File: src/rtl/dbg_cmd_pkg.sv
// Shared definitions for the debug command path: command width, command bit
// positions and the transmitter state encoding.
package dbg_cmd_pkg;

  localparam int CMD_W = 29;
  localparam int FRAME_BYTES = 4;

  // Bit positions inside a 29-bit command word.
  localparam int CMD_CONT_EN  = 0;
  localparam int CMD_PAUSE_R  = 1;
  localparam int CMD_PAUSE_W  = 2;
  localparam int CMD_DROP_R   = 3;
  localparam int CMD_DROP_W   = 4;
  localparam int CMD_INJ_R    = 5;
  localparam int CMD_INJ_W    = 6;
  localparam int CMD_LOG_EN   = 7;
  localparam int CMD_LOG_R    = 8;
  localparam int CMD_LOG_W    = 9;
  localparam int CMD_LOG_ERR  = 10;
  localparam int CMD_LOG_CLR  = 11;
  localparam int CMD_INJ_RESP = 12;

  typedef enum logic {
    COLLECT = 1'b0,
    DRAIN   = 1'b1
  } tx_state_t;

endpackage

File: src/rtl/dbg_cmd_slot.sv
// Single-entry valid/ready output register. A load and a drain in the same
// cycle keep the slot full with the new word, so back-to-back beats have no bubble.
module dbg_cmd_slot #(
  parameter int W = 29
) (
  input  logic         clk,
  input  logic         rst,
  input  logic         load,
  input  logic [W-1:0] load_data,
  output logic         valid,
  output logic [W-1:0] data,
  input  logic         ready,
  output logic         fire
);

  assign fire = valid && ready;

  always_ff @(posedge clk) begin
    if (rst) begin
      valid <= 1'b0;
      data  <= '0;
    end else if (load) begin
      valid <= 1'b1;
      data  <= load_data;
    end else if (fire) begin
      valid <= 1'b0;
    end
  end

endmodule

File: src/rtl/dbg_cmd_tx.sv
// Host byte stream to 29-bit debug command transmitter with frame validation
// and sent/error counters. Optional inter-byte timeout: DBG_CMD_TX_TIMEOUT_EN.
module dbg_cmd_tx #(
  parameter int CMD_W          = 29,
  parameter int CNT_W          = 16,
  parameter int TIMEOUT_CYCLES = 1024
) (
  input  logic             clk,
  input  logic             rst,
  input  logic [7:0]       in_TDATA,
  input  logic             in_TVALID,
  output logic             in_TREADY,
  input  logic             in_TLAST,
  output logic [CMD_W-1:0] cmd_out_TDATA,
  output logic             cmd_out_TVALID,
  input  logic             cmd_out_TREADY,
  output logic [CNT_W-1:0] cmd_sent_count,
  output logic [7:0]       err_count,
  output logic             err_pulse
);

  import dbg_cmd_pkg::*;

  // Both streams use AXI-Stream semantics: a beat transfers on the rising edge
  // where VALID && READY; VALID never depends on READY and, once raised, holds
  // with stable data until the transfer.

  tx_state_t   state_q, state_d;
  logic [1:0]  idx_q, idx_d;
  logic [23:0] shift_q, shift_d;
  logic        in_beat;
  logic        slot_valid;
  logic        slot_fire;
  logic        load;
  logic        err_ev;
  logic        timeout_hit;
  logic [31:0] raw;

  // The 4th byte is held off only while the slot is full and not draining.
  assign in_TREADY = !rst && !(state_q == COLLECT && idx_q == 2'd3 &&
                               slot_valid && !cmd_out_TREADY);
  assign in_beat   = in_TVALID && in_TREADY;
  assign raw       = {in_TDATA, shift_q};

  always_comb begin
    state_d = state_q;
    idx_d   = idx_q;
    shift_d = shift_q;
    load    = 1'b0;
    err_ev  = 1'b0;
    case (state_q)
      COLLECT: begin
        if (in_beat) begin
          if (idx_q != 2'd3) begin
            if (in_TLAST) begin
              err_ev = 1'b1;
              idx_d  = 2'd0;
            end else begin
              case (idx_q)
                2'd0:    shift_d[7:0]   = in_TDATA;
                2'd1:    shift_d[15:8]  = in_TDATA;
                default: shift_d[23:16] = in_TDATA;
              endcase
              idx_d = idx_q + 2'd1;
            end
          end else if (in_TLAST) begin
            idx_d = 2'd0;
            // Reserved bits must be clear and null commands are never issued.
            if (raw[31:CMD_W] != '0 || raw[CMD_W-1:0] == '0) err_ev = 1'b1;
            else load = 1'b1;
          end else begin
            err_ev  = 1'b1;
            idx_d   = 2'd0;
            state_d = DRAIN;
          end
        end
      end
      DRAIN: begin
        if (in_beat && in_TLAST) state_d = COLLECT;
      end
      default: begin
        state_d = COLLECT;
        idx_d   = 2'd0;
      end
    endcase
    if (timeout_hit) begin
      // A frame already in DRAIN was counted on entry.
      if (state_q == COLLECT) err_ev = 1'b1;
      state_d = COLLECT;
      idx_d   = 2'd0;
    end
  end

  always_ff @(posedge clk) begin
    if (rst) begin
      state_q        <= COLLECT;
      idx_q          <= 2'd0;
      shift_q        <= '0;
      cmd_sent_count <= '0;
      err_count      <= '0;
      err_pulse      <= 1'b0;
    end else begin
      state_q   <= state_d;
      idx_q     <= idx_d;
      shift_q   <= shift_d;
      err_pulse <= err_ev;
      if (err_ev && err_count != 8'hFF) err_count <= err_count + 8'd1;
      if (slot_fire) cmd_sent_count <= cmd_sent_count + 1'b1;
    end
  end

`ifdef DBG_CMD_TX_TIMEOUT_EN
  localparam int TO_W = $clog2(TIMEOUT_CYCLES) + 1;
  logic [TO_W-1:0] to_cnt;
  logic            to_active;

  assign to_active   = (state_q == COLLECT && idx_q != 2'd0) || state_q == DRAIN;
  assign timeout_hit = to_active && !in_beat && (to_cnt == TO_W'(TIMEOUT_CYCLES - 1));

  always_ff @(posedge clk) begin
    if (rst || !to_active || in_beat || timeout_hit) to_cnt <= '0;
    else to_cnt <= to_cnt + 1'b1;
  end
`else
  // Without the timeout a partial frame waits indefinitely.
  logic unused_timeout;
  assign unused_timeout = (TIMEOUT_CYCLES > 0);
  assign timeout_hit    = 1'b0;
`endif

  dbg_cmd_slot #(.W(CMD_W)) u_slot (
    .clk       (clk),
    .rst       (rst),
    .load      (load),
    .load_data (raw[CMD_W-1:0]),
    .valid     (slot_valid),
    .data      (cmd_out_TDATA),
    .ready     (cmd_out_TREADY),
    .fire      (slot_fire)
  );

  assign cmd_out_TVALID = slot_valid;

endmodule

File: config.mk
export PLATFORM = sky130hd
export DESIGN_NAME = dbg_cmd_tx
export DESIGN_NICKNAME = d
export VERILOG_FILES = /design/src/rtl/dbg_cmd_pkg.sv /design/src/rtl/dbg_cmd_slot.sv /design/src/rtl/dbg_cmd_tx.sv
export SDC_FILE = /design/constraint.sdc
export NUM_CORES = 1
export LEC_CHECK = 0
export CELL_PAD_IN_SITES_DETAIL_PLACEMENT = 1
export CELL_PAD_IN_SITES_GLOBAL_PLACEMENT = 2
export CORE_MARGIN = 3
export CORE_UTILIZATION = 29
export CTS_BUF_LIST = sky130_fd_sc_hd__clkbuf_2
export CTS_CLUSTER_SIZE = 14
export DETAILED_ROUTE_END_ITERATION = 10
export HOLD_SLACK_MARGIN = 0.15
export PLACE_DENSITY = 0.83
export SYNTH_ARGS = -nofsm -noshare
export SYNTH_HDL_FRONTEND = slang
export SYNTH_SLANG_ARGS = --single-unit
export TNS_END_PERCENT = 5
File: constraint.sdc
create_clock -name clk -period 2.1 [get_ports clk]
set_clock_uncertainty 0.05 [all_clocks]
set_input_delay 0.525 -clock clk [delete_from_list [all_inputs] [get_ports clk]]
set_output_delay 0.525 -clock clk [all_outputs]
set_load 0.05 [all_outputs]
After elaboration in Yosys (flattened, before gate mapping). Cells that the tools add are included.

Register bits after elaboration: 82. Latch bits: 0. Memory bits (writable): 0. Bits in read-only memories: 0. Input port bits: 13. Output and inout bits: 56. Memories: 0.

$add $sub $neg: 3. $mul: 0. Div/mod/pow operators: 0. $lt $le $gt $ge: 0. Equal/unequal tests: 4. Shift operators: 0. Mux-type cells: 20. Bitwise operators: 3. Reduce and logical (&&, ||, !) cells: 21.

Operators by type and width (count): 29-bit logical NOT (1); 1-bit 2-to-1 mux (17); 16-bit by 1-bit adder with 16-bit output (second input constant) (1); 5-bit AND reduction (3); 8-bit by 1-bit adder with 8-bit output (second input constant) (1); 1-bit logical AND (8); 8-bit inequality test (second input constant) (1); 2-bit 2-to-1 mux (2); 1-bit logical NOT (3); 1-bit inverter (3); 3-bit nonzero test (1); 2-bit by 1-bit adder with 2-bit output (second input constant) (1); 2-bit by 1-bit equality test with 1-bit output (second input constant) (1); 2-bit equality test (second input constant) (1); 2-bit logical NOT (1); 2-bit inequality test (second input constant) (1); 1-bit one-hot mux with 2 select lines (1); 2-bit AND reduction (1); 2-bit nonzero test (1); 2-bit OR reduction (1); 1-bit logical OR (1).

Longest topological paths before layout. Gate-level depths: netlist of run 1.

Depth after elaboration: 10. Mapped depth: 7.

Cells and area by module. From an unflattened synthesis of run 1, not the netlist that was laid out.

Cell total of the unflattened synthesis: 340. Area, all modules: 3378.2 um^2.

By module, submodules not included: dbg_cmd_tx (instances 1, cells each 241, area an instance 2274.7 um^2, seq. area each 1041.0 um^2); dbg_cmd_slot (instances 1, cells each 99, area an instance 1103.6 um^2, seq. area each 600.6 um^2).

Worst setup path after synthesis of run 1. OpenSTA, ideal clock, no wires.

Path kind: input port to output port. Start: in rst. End: out in_TREADY. Arrival: 1710 ps. Required time: 1525 ps. Setup slack: -185 ps. Stages on the path: 4. Path buffers: 3. Path through: buf_6 > clkbuf_1 > buf_1 > nor2_1.

Cells in the longest elaborated chain, start to end: 2.

Ends and longest elaborated chain: start, declared (RTL line dbg_cmd_tx.sv:9) `input logic rst,`; 1-bit logical NOT (RTL line dbg_cmd_tx.sv:40) `assign in_TREADY = !rst && !(state_q == COLLECT && idx_q == 2'd3 &&`; 1-bit logical AND (RTL line dbg_cmd_tx.sv:40); end, declared (RTL line dbg_cmd_tx.sv:12) `output logic in_TREADY,`.

No other way between the ends.

Worst setup path in the final report of run 1.
Start: reg idx_q[1]. End: out in_TREADY.

Cells in the longest elaborated chain, start to end: 6.

Ends and longest elaborated chain: start, declared (RTL line dbg_cmd_tx.sv:29) `logic [1:0] idx_q, idx_d;`; start signal, assigned (RTL line dbg_cmd_tx.sv:104) `idx_q <= idx_d;`; 2-bit equality test (RTL line dbg_cmd_tx.sv:40); 1-bit logical AND (2 in a row) (RTL line dbg_cmd_tx.sv:40); 1-bit logical AND (RTL line dbg_cmd_tx.sv:41) `slot_valid && !cmd_out_TREADY);`; 1-bit logical NOT (RTL line dbg_cmd_tx.sv:40); 1-bit logical AND (RTL line dbg_cmd_tx.sv:40).

No other way between the ends.

==> results of run 1 <==
[metrics by stage]
stage               power (W)  cells
global placement      0.00179    587
floorplan             0.00169    351
global route          0.00281    607
CTS                   0.00272    602
finish                0.00269    607
detailed placement    0.00179    587
[critical path, delay by kind of cell (launching register included)]
family,cells,cell delay [ns]
adders and majority gates,1,0.15
buffers and inverters,2,0.30
and+or+nand+nor,3,0.26
DFF,1,0.41
[area by class of cell]
cell class                 count  area share (%)
clock inverter                 6            1.83
inverter                       4           0.333
multi-input combinational    249            35.6
timing repair buffer         117            20.8
tap                          140            3.89
sequential                    82            36.6
clock buffer                   9            1.00
[layer usage]
layer / track usage (%) / routed length [um] / vias to the layer above / part of all wire (%)
met5: 0 / 0 / - / 0
met4: 5.77 / 151 / 0 / 1.7
met2: 24.2 / 4480 / 38 / 49
met3: 2.75 / 238 / 11 / 2.6
li1: - / - / 1435 / -
met1: 18.2 / 4250 / 1383 / 47
[where the power goes]
group / switching, W / internal (W) / total [W]
clock network: 0.000544 / 0.000382 / 0.000926
registers: 0.00000941 / 0.00157 / 0.00158
logic: 0.000100 / 0.0000824 / 0.000183
[flip-flops by register name, summed over array words and instances (netlist names)]
| signal | count |
|---|---|
| cmd_sent_count | 16 |
| shift_q | 24 |
| idx_q | 2 |
| state_q | 1 |
| err_count | 8 |
| err_pulse | 1 |
| u_slot.valid | 1 |
| u_slot.data | 29 |
[what timing repair did]
item,4_1_cts,5_1_grt
setup buffers,0,4
resized for setup,22,30
cloned,0,1
pin swaps,2,3
endpoints found under the setup margin,36,47
[logic make-up after synthesis]
family	count (synthesis)
DFF	82
muxes	49
buffers and inverters	20
and+or+nand+nor	155
adders and majority gates	5
xor gates and xnor gates	15
AOI/OAI and AO/OA	25
[synthesized netlist by cell type]
cell	number
or4_1	2
xnor2_1	3
nand2_1	21
and3_1	4
nor2b_2	1
mux2_1	1
nor4_1	8
nor3b_2	1
o41ai_1	1
or3_1	1
mux2i_1	47
nand3b_1	1
o31ai_1	2
nor2_1	75
nand2b_1	2
and4_1	1
o21a_1	1
a31oi_1	1
o211ai_1	2
inv_1	4
a22oi_1	1
buf_2	6
nand3_1	22
and2_1	1
o311ai_0	1
dfxtp_1	82
nor3_1	4
nor2b_1	2
a21oi_1	14
nand4_1	6
nor3b_1	1
o21ai_0	1
buf_1	1
a211oi_1	1
clkbuf_1	8
or2_2	1
buf_6	1
ha_1	5
xor2_1	12
or3b_4	1
mux2_2	1
[worst min-delay path by stage]
stage / start / to / slack, ns / depth (start not counted)
floorplan: shift_q[17] / shift_q[17] / 0.40 / 2
global placement: shift_q[19] / shift_q[19] / 0.41 / 2
detailed placement: shift_q[19] / shift_q[19] / 0.42 / 2
CTS: rst / u_slot.data[2] / 0.42 / 3
global route: rst / u_slot.data[3] / 0.44 / 3
finish: shift_q[16] / shift_q[16] / 0.45 / 2
==> impl_results.md, run 1 <==
* CTS tree: yes
* Slew Viols, Final at 0
* Cell leakage power at 2.16 nW
* Vias at 2867
* Period utilization at 106%
* ANT nets after route at 0
* CTS Root Cell: clkbuf_2
* Die W at 112 um
* Final Hold Fails at 0
* Total die area at 12700 um2
* Vias in the first global route at 2924
* Worst EP arrival at 1.65 ns
* Area contributors post-synth: dfxtp_1 50%, mux2i_1 14%, nor2_1 8.6%, nand3_1 3.3%, xor2_1 3.2%
* Hold slack final at 0.450 ns
* Placement-stage cell area at 4330 um2
* Synth cell types at 41
* Total length of routed wires at 9.12 mm
* Register-to-Register Path Depth at 5
* Area grow syn2layout at 36.9%
* RSZ-0062 raised after global routing: true
* Pwr dens at 597 nW/um2
* Critical path cell sequence: ha_4 -> nand3b_1 -> buf_6 -> nor2_4 -> nor2_4 -> buf_12
* Crit-path most repeated cell: nor2_4
* N_diodes at 0
* DR DRC count at 0
* Commonest non-fill, non-tap cells in the layout: 87 x buf_4, 78 x dfxtp_1, 73 x nor2_1, 47 x mux2i_1, 22 x nand3_1
* Crit end category: primary output
* TNS Setup at -0.162 ns
* CP Max Fanout at 4
* Failing checks: negative setup slack
* GP Congestion at 0.771
* Startpoint types: register
* IO Count at 69
* Core area at 11000 um2
* Slew HR at 67.8%
* Longest Clk Path Bufs at 2
* Clk Latency, worst-skew pair at 0.54 ns
* Mapped Cells at 351
* Worst setup margin at -0.129 ns
* Hold buffers post-CTS at 0
* Cts bufs inserted at 9
* Seq/Total Area, Yosys at 49.9%
* Synth Cell Area at 3290 um2
* Post-DR vias/cell at 4.72
* Hold WC Path Type: reg2reg
* GRT overflow at 0
* Die Ht at 112 um
* Post-synth top area share at 49.9%
* Syn_nets at 369
* CP required at 1.52 ns
* FF-to-FF End: err_count[3]
* HPWL Detailed at 6.69 mm
* Compound-gate portion of the synthesized area at 4.60%
* IO Port Bufs at 68
* CP Class: reg2out
* Synth Register Bits at 82
* # H-tree levels at 3
* Mux cell area share after synthesis at 15.0%
* Initial DRC count at 79
* Syn avg cell area at 9.37 um2
* Achievable Freq at 0.449 GHz
* Simple-Gate Fraction of Synth Area at 21.8%
* Final standard cell area without fillers at 4500 um2
* Finish-stage setup viols at 3
* Layout cells sized above 1 at 28.9%
* FF+latch area at 1650 um2
* Pre-CTS setup slack at -0.659 ns
* Post-Synth Adder-Cell Area at 1.90%
* Number of max-cap violations at 0
* Pin count of the biggest net entering global routing at 45
* Largest family of logic cells by synthesized area: simple AND/OR/NAND/NOR gates
* Nets at 481
* R2R Path Start: shift_q[10]
* Gr usage total at 14.4%
* Synth warn at 0
* Slew @ Worst Pin at 0.485 ns
* Xor and xnor area share after synthesis at 4.00%
* Crit path from: idx_q[1]
* CTS clk-pin slew, worst paths at 0.22 ns
* Initial Utilization at 29.9%
* Worst stage delay on the critical path at 0.41 ns
* Multi-input gate area at 1600 um2
* Tmin final at 2.23 ns
* CP max-delay cell: dfxtp_2
* Total of fill cells in the finished design at 1302
* Crit path capture: in_TREADY
* Finished Core Util at 41.0%
* Leading cell type in the layout, fill and taps excluded: buf_4
* Clock sinks at 82
* Status: complete, but fails checks
* R2r setup slk at -0.01 ns
* Initial antenna violation count at 0
* Post-synth top area cell: dfxtp_1
* Global-route wire length before repair at 14.6 mm
* Drt wl/cell at 15.0 um
* Peak supply drop at 0.000256 V
* # rows at 38
* Drt pass-1 iters at 4
(Power assumes the default switching activity.)
==> inputs of run 2 (changes only) <==
--- a/config.mk
+++ b/config.mk
@@ -14,6 +14,7 @@
 export DETAILED_ROUTE_END_ITERATION = 10
 export HOLD_SLACK_MARGIN = 0.15
 export PLACE_DENSITY = 0.83
+export SLEW_MARGIN = 20
 export SYNTH_ARGS = -nofsm -noshare
 export SYNTH_HDL_FRONTEND = slang
 export SYNTH_SLANG_ARGS = --single-unit
==> results of run 2 <==
No change in the layout: final DEF, timing and power equal those of run 1.
